**src/rtl/pc_ctrl_pkg.sv**
```systemverilog
// Shared types and default widths for the PC run-control slice.
package pc_ctrl_pkg;

    localparam int DIV_BITS_DEF = 8;
    localparam int CNT_BITS_DEF = 32;

    typedef enum logic [1:0] {
        IDLE = 2'd0,
        RUN  = 2'd1,
        STEP = 2'd2,
        HALT = 2'd3
    } state_e;

    function automatic logic is_enabled(state_e s);
        return (s == RUN) || (s == STEP);
    endfunction

endpackage

```
**src/rtl/pc_tick_divider.sv**
```systemverilog
// Free-run tick divider: counts up to Divisor and flags a match.
module pc_tick_divider
    import pc_ctrl_pkg::*;
#(
    parameter int DIV_BITS = DIV_BITS_DEF
) (
    input  logic                Clock,
    input  logic                clear_i,
    input  logic                en_i,
    input  logic [DIV_BITS-1:0] divisor_i,
    output logic                match_o
);

    logic [DIV_BITS-1:0] div_cnt_q;
    logic [DIV_BITS-1:0] div_cnt_d;

    // >= rather than == so a shrinking divisor never strands the count
    assign match_o = (div_cnt_q >= divisor_i);

    always_comb begin
        div_cnt_d = div_cnt_q;
        if (clear_i) begin
            div_cnt_d = '0;
        end else if (en_i) begin
            div_cnt_d = match_o ? '0 : div_cnt_q + DIV_BITS'(1);
        end
    end

    always_ff @(posedge Clock) begin
        div_cnt_q <= div_cnt_d;
    end

endmodule

```
**src/rtl/pc_tick_ctrl.sv**
```systemverilog
// PC run control: free-run, single-step and halt; drives Tick/ClockEnable.
// Define PC_TICK_COUNT_EN to build the issued-tick counter CycleCount.
module pc_tick_ctrl
    import pc_ctrl_pkg::*;
#(
    parameter int DIV_BITS = DIV_BITS_DEF,
    parameter int CNT_BITS = CNT_BITS_DEF
) (
    input  logic                Clock,
    input  logic                Reset,
    input  logic                Run,
    input  logic                Step,
    input  logic                Halt,
    input  logic                Resume,
    input  logic [DIV_BITS-1:0] Divisor,
    output logic                Tick,
    output logic                ClockEnable,
    output logic                Halted,
    output logic [CNT_BITS-1:0] CycleCount
);

    state_e state_q;
    state_e state_d;
    logic   tick_q;
    logic   tick_d;
    logic   ce_q;
    logic   halted_q;
    logic   step_q;
    logic   step_edge;
    logic   div_en;
    logic   div_match;

    assign step_edge = Step & ~step_q;
    assign div_en    = (state_q == RUN) & Run & ~Halt;

    pc_tick_divider #(
        .DIV_BITS (DIV_BITS)
    ) u_div (
        .Clock     (Clock),
        .clear_i   (Reset | ~div_en),
        .en_i      (div_en),
        .divisor_i (Divisor),
        .match_o   (div_match)
    );

    always_comb begin
        state_d = state_q;
        tick_d  = 1'b0;
        unique case (state_q)
            IDLE: begin
                if (Halt) begin
                    state_d = HALT;
                end else if (Run) begin
                    state_d = RUN;
                end else if (step_edge) begin
                    state_d = STEP;
                    tick_d  = 1'b1;
                end
            end
            RUN: begin
                if (Halt) begin
                    state_d = HALT;
                end else if (!Run) begin
                    state_d = IDLE;
                end else begin
                    tick_d = div_match;
                end
            end
            STEP: begin
                state_d = Halt ? HALT : IDLE;
            end
            HALT: begin
                if (Resume && !Halt) begin
                    state_d = IDLE;
                end
            end
        endcase
    end

    always_ff @(posedge Clock) begin
        if (Reset) begin
            state_q  <= IDLE;
            tick_q   <= 1'b0;
            ce_q     <= 1'b0;
            halted_q <= 1'b0;
            step_q   <= 1'b0;
        end else begin
            state_q  <= state_d;
            tick_q   <= tick_d;
            ce_q     <= is_enabled(state_d);
            halted_q <= (state_d == HALT);
            step_q   <= Step;
        end
    end

    assign Tick        = tick_q;
    assign ClockEnable = ce_q;
    assign Halted      = halted_q;

`ifdef PC_TICK_COUNT_EN
    logic [CNT_BITS-1:0] cnt_q;

    // counts on the same edge that raises the Tick it counts
    always_ff @(posedge Clock) begin
        if (Reset) begin
            cnt_q <= '0;
        end else begin
            cnt_q <= cnt_q + CNT_BITS'(tick_d);
        end
    end

    assign CycleCount = cnt_q;
`else
    assign CycleCount = '0;
`endif

endmodule

```
**config.mk**
```make
export PLATFORM = sky130hd
export DESIGN_NAME = pc_tick_ctrl
export DESIGN_NICKNAME = d
export VERILOG_FILES = /design/src/rtl/pc_ctrl_pkg.sv /design/src/rtl/pc_tick_divider.sv /design/src/rtl/pc_tick_ctrl.sv
export SDC_FILE = /design/constraint.sdc
export NUM_CORES = 1
export LEC_CHECK = 0
export CAP_MARGIN = 40
export CORE_AREA = 2 2 54 56
export CTS_CLUSTER_DIAMETER = 60
export DETAILED_ROUTE_END_ITERATION = 8
export DIE_AREA = 0 0 56 58
export HOLD_SLACK_MARGIN = 0.1
export PLACE_DENSITY = 0.87
export SLEW_MARGIN = 20
export SYNTH_ARGS = -nofsm -noshare
export SYNTH_HDL_FRONTEND = slang
export SYNTH_SLANG_ARGS = --single-unit
export TNS_END_PERCENT = 10
```
**constraint.sdc**
```tcl
create_clock -name Clock -period 2.6 [get_ports Clock]
set_clock_uncertainty 0.05 [all_clocks]
set_input_delay 0.65 -clock Clock [delete_from_list [all_inputs] [get_ports Clock]]
set_output_delay 0.65 -clock Clock [all_outputs]
set_load 0.02 [all_outputs]
```
==> qor.yml <==
run_status:
  status: "finished clean"
yosys:
  synth_seq_area_share_pct: 26.3
  ys_warn_count: 0
  avgSynthCellArea_um2: 8.80
  synthArstFlopShare_pct: 0
  synth_cells: 121
  yosys.area_share.adder_pct: 11.8
  synth-xor-area-share_pct: 4.94
  yosysUniqueCellTypes: 28
  synth_top_family_by_area: "buffers and inverters"
  muxShareOfSynthArea_pct: 0
  synth_enable_flop_cells: 0
  ys.flop_type: "dfxtp_1"
  synth_area_um2: 1060
  synth-seq-cells: 14
  yosys.area_share.simple_pct: 20.3
  synth_compound_area_share_pct: 8.34
sta:
  fmax_mhz: 432
  final.period_utilization_pct: 89.1
  finalSetupTns_ns: 0
  slew_violations: 0
  setup_viol_count_final: 0
  fin_crit_ns: 2.32
  rsz0062_at_grt: "false"
  hold_viol_final: 0
final_layout:
  final_cell_mix: "32 x conb_1, 16 x clkdlybuf4s50_1, 14 x dfxtp_1"
  num_antenna_cells: 0
  fin_cells: 173
  layout_commonest_cell: "conb_1"
  fin_nets: 168
  fillers: 277
  syn_to_final_growth_pct: 11.2
  drive_above_1_share_pct: 12.0
route:
  via_count: 729
  drc_errors: 0
  drt_iter0_drc: 10
  routed_via_density: 4.21
  wl_um: 1530
  dr.pass1.iters: 4
  postRouteAntennaNets: 0
  routedWlPerCell_um: 8.84
die:
  die_h_um: 58
  dieArea_um2: 3250
  fp-row-count: 19
  core_area_um2: 2660
  initial_core_util_pct: 40.0
  pin_count: 49
  die_w_um: 56
placement:
  gp_congestion: 0.822
  io_buffers: 16
  dpl.cell_count: 170
  dp_hpwl_um: 1320
min_path:
  hp-class: "reg2reg"
power:
  combPwrFrac_pct: 22.8
  power.share.clock_pct: 26.6
  cell_internal_pwr_uw: 310
  swShare_pct: 29.9
  powerDensity_nw_per_um2: 373
  leakagePower_uw: 0.000529
  power_frac_seq_pct: 50.6
  p_sw_uw: 132
  max-vdd-ir-drop_uv: 282
critical_path:
  cp.arrival_ns: 2.43
  crit_required_ns: 2.72
  endpoint_kind: "flip-flop"
  crit_path_max_fanout: 5
  setup.worst_path.class: "in2reg"
  startpoint_type: "input port"
cts:
  clkSlewWorstSetupHoldPaths_ns: 0.08
  post-cts-setup-buffer-count: 0
  clk_latency_ns: 0.27
  ctsResizeCount: 0
  max-clock-path-buffers: 2
  cts_made_buffers: 3
  cts-root-buf: "clkbuf_4"
  htree_levels: 1
  clock_sinks: 14
  tritoncts: "built"
  cts_hold_buf: 0
run:
  drv_cap: 0
grt:
  grt_pass1_vias: 639
  grt_usage_pct: 10.2
  antenna_found_initial: 0
  grt_overflow: 0
  grt_start_max_net_pins: 9
  grt_pass1_wl_um: 2570
## layer usage
metal  routed length [um]  part of all wire, %  GRT usage [%]  vias up
li1                     -                    -              -      374
met1                  579                   38           11.0      326
met2                  816                   53           18.3       27
met3                  124                  8.1           4.91        2
met4                    9                 0.59           2.04        0
met5                    0                    0              0        -
## Yosys cell counts (2+ instances only)
library cell | instances | area (um^2)
nand3_1 | 2 | 10.0
nor3_2 | 6 | 60.1
dfxtp_1 | 14 | 280
buf_4 | 32 | 240
nor2b_1 | 5 | 31.3
nand2_1 | 6 | 22.5
nor2_1 | 5 | 18.8
nor3_1 | 3 | 15.0
ha_1 | 10 | 125
inv_1 | 11 | 41.3
a21oi_1 | 3 | 15.0
o21ai_0 | 3 | 15.0
xnor2_1 | 6 | 52.6
## per-stage QoR
| stage | power [uW] | area, um^2 | hold slack [ns] | util, % | setup WS [ns] |
|---|---|---|---|---|---|
| 4_1_cts | 449 | 1180 | 0.459 | 44.5 | 0.269 |
| 2_1_floorplan | 333 | 1180 | 0.401 | - | 0.543 |
| 6_report | 442 | 1180 | 0.451 | 44.5 | 0.284 |
| 3_5_place_dp | 329 | 1160 | 0.450 | 43.6 | -0.0178 |
| 5_1_grt | 465 | 1180 | 0.481 | 44.5 | 0.186 |
| 3_3_place_gp | 328 | 1160 | 0.425 | 43.6 | -0.00248 |
## area by class of cell
| cell class | instances | area [um^2] | share of cell area, % |
|---|---|---|---|
| Tap cell | 31 | 38.8 | 3.28 |
| Timing Repair Buffer | 21 | 198 | 16.7 |
| Multi-Input combinational cell | 93 | 603 | 51.0 |
| Clock buffer | 3 | 22.5 | 1.90 |
| Inverter | 11 | 41.3 | 3.49 |
| Sequential cell | 14 | 280 | 23.7 |
## power by group through the flow
stage               Sequential, uW  Clock [uW]  Combinational [uW]
floorplan                      231           0                 101
global placement               228           0                99.7
detailed placement             229           0                 101
CTS                            224         124                 101
global route                   224         129                 111
finish                         223         118                 101
## flip-flops by register name (all words and copies together) (netlist names)
name             count
state_q              2
Halted               1
Tick                 1
u_div.div_cnt_q      8
step_q               1
ClockEnable          1
## critical path, cell delays in order
cell and delay [ns]:
clkdlybuf4s50_1 0.45, inv_1 0.04, ha_1 0.28, nor2b_1 0.13
o211ai_1 0.23, a311oi_4 0.13, buf_4 0.18, o311a_1 0.34
## worst paths after layout
| kind | endpoint | cells after the start | start | slack, ns |
|---|---|---|---|---|
| max | Tick$_SDFF_PP0_ | 8 | Divisor[1] | 0.28 |
| min | u_div.div_cnt_q[0]$_SDFFE_PP0P_ | 1 | u_div.div_cnt_q[0]$_SDFFE_PP0P_ | 0.45 |
| max reg2reg | u_div.div_cnt_q[2]$_SDFFE_PP0P_ | 5 | u_div.div_cnt_q[5]$_SDFFE_PP0P_ | 0.78 |
| min reg2reg | u_div.div_cnt_q[0]$_SDFFE_PP0P_ | 1 | u_div.div_cnt_q[0]$_SDFFE_PP0P_ | 0.45 |
## logic make-up after synthesis
kind of cell / after synthesis
buffers and inverters: 45
and+or+nand+nor: 34
DFF: 14
AOI/OAI and AO/OA: 11
adders and majority gates: 10
xor gates and xnor gates: 6
other: 1
Note: power is estimated with default switching activity, not from simulation.
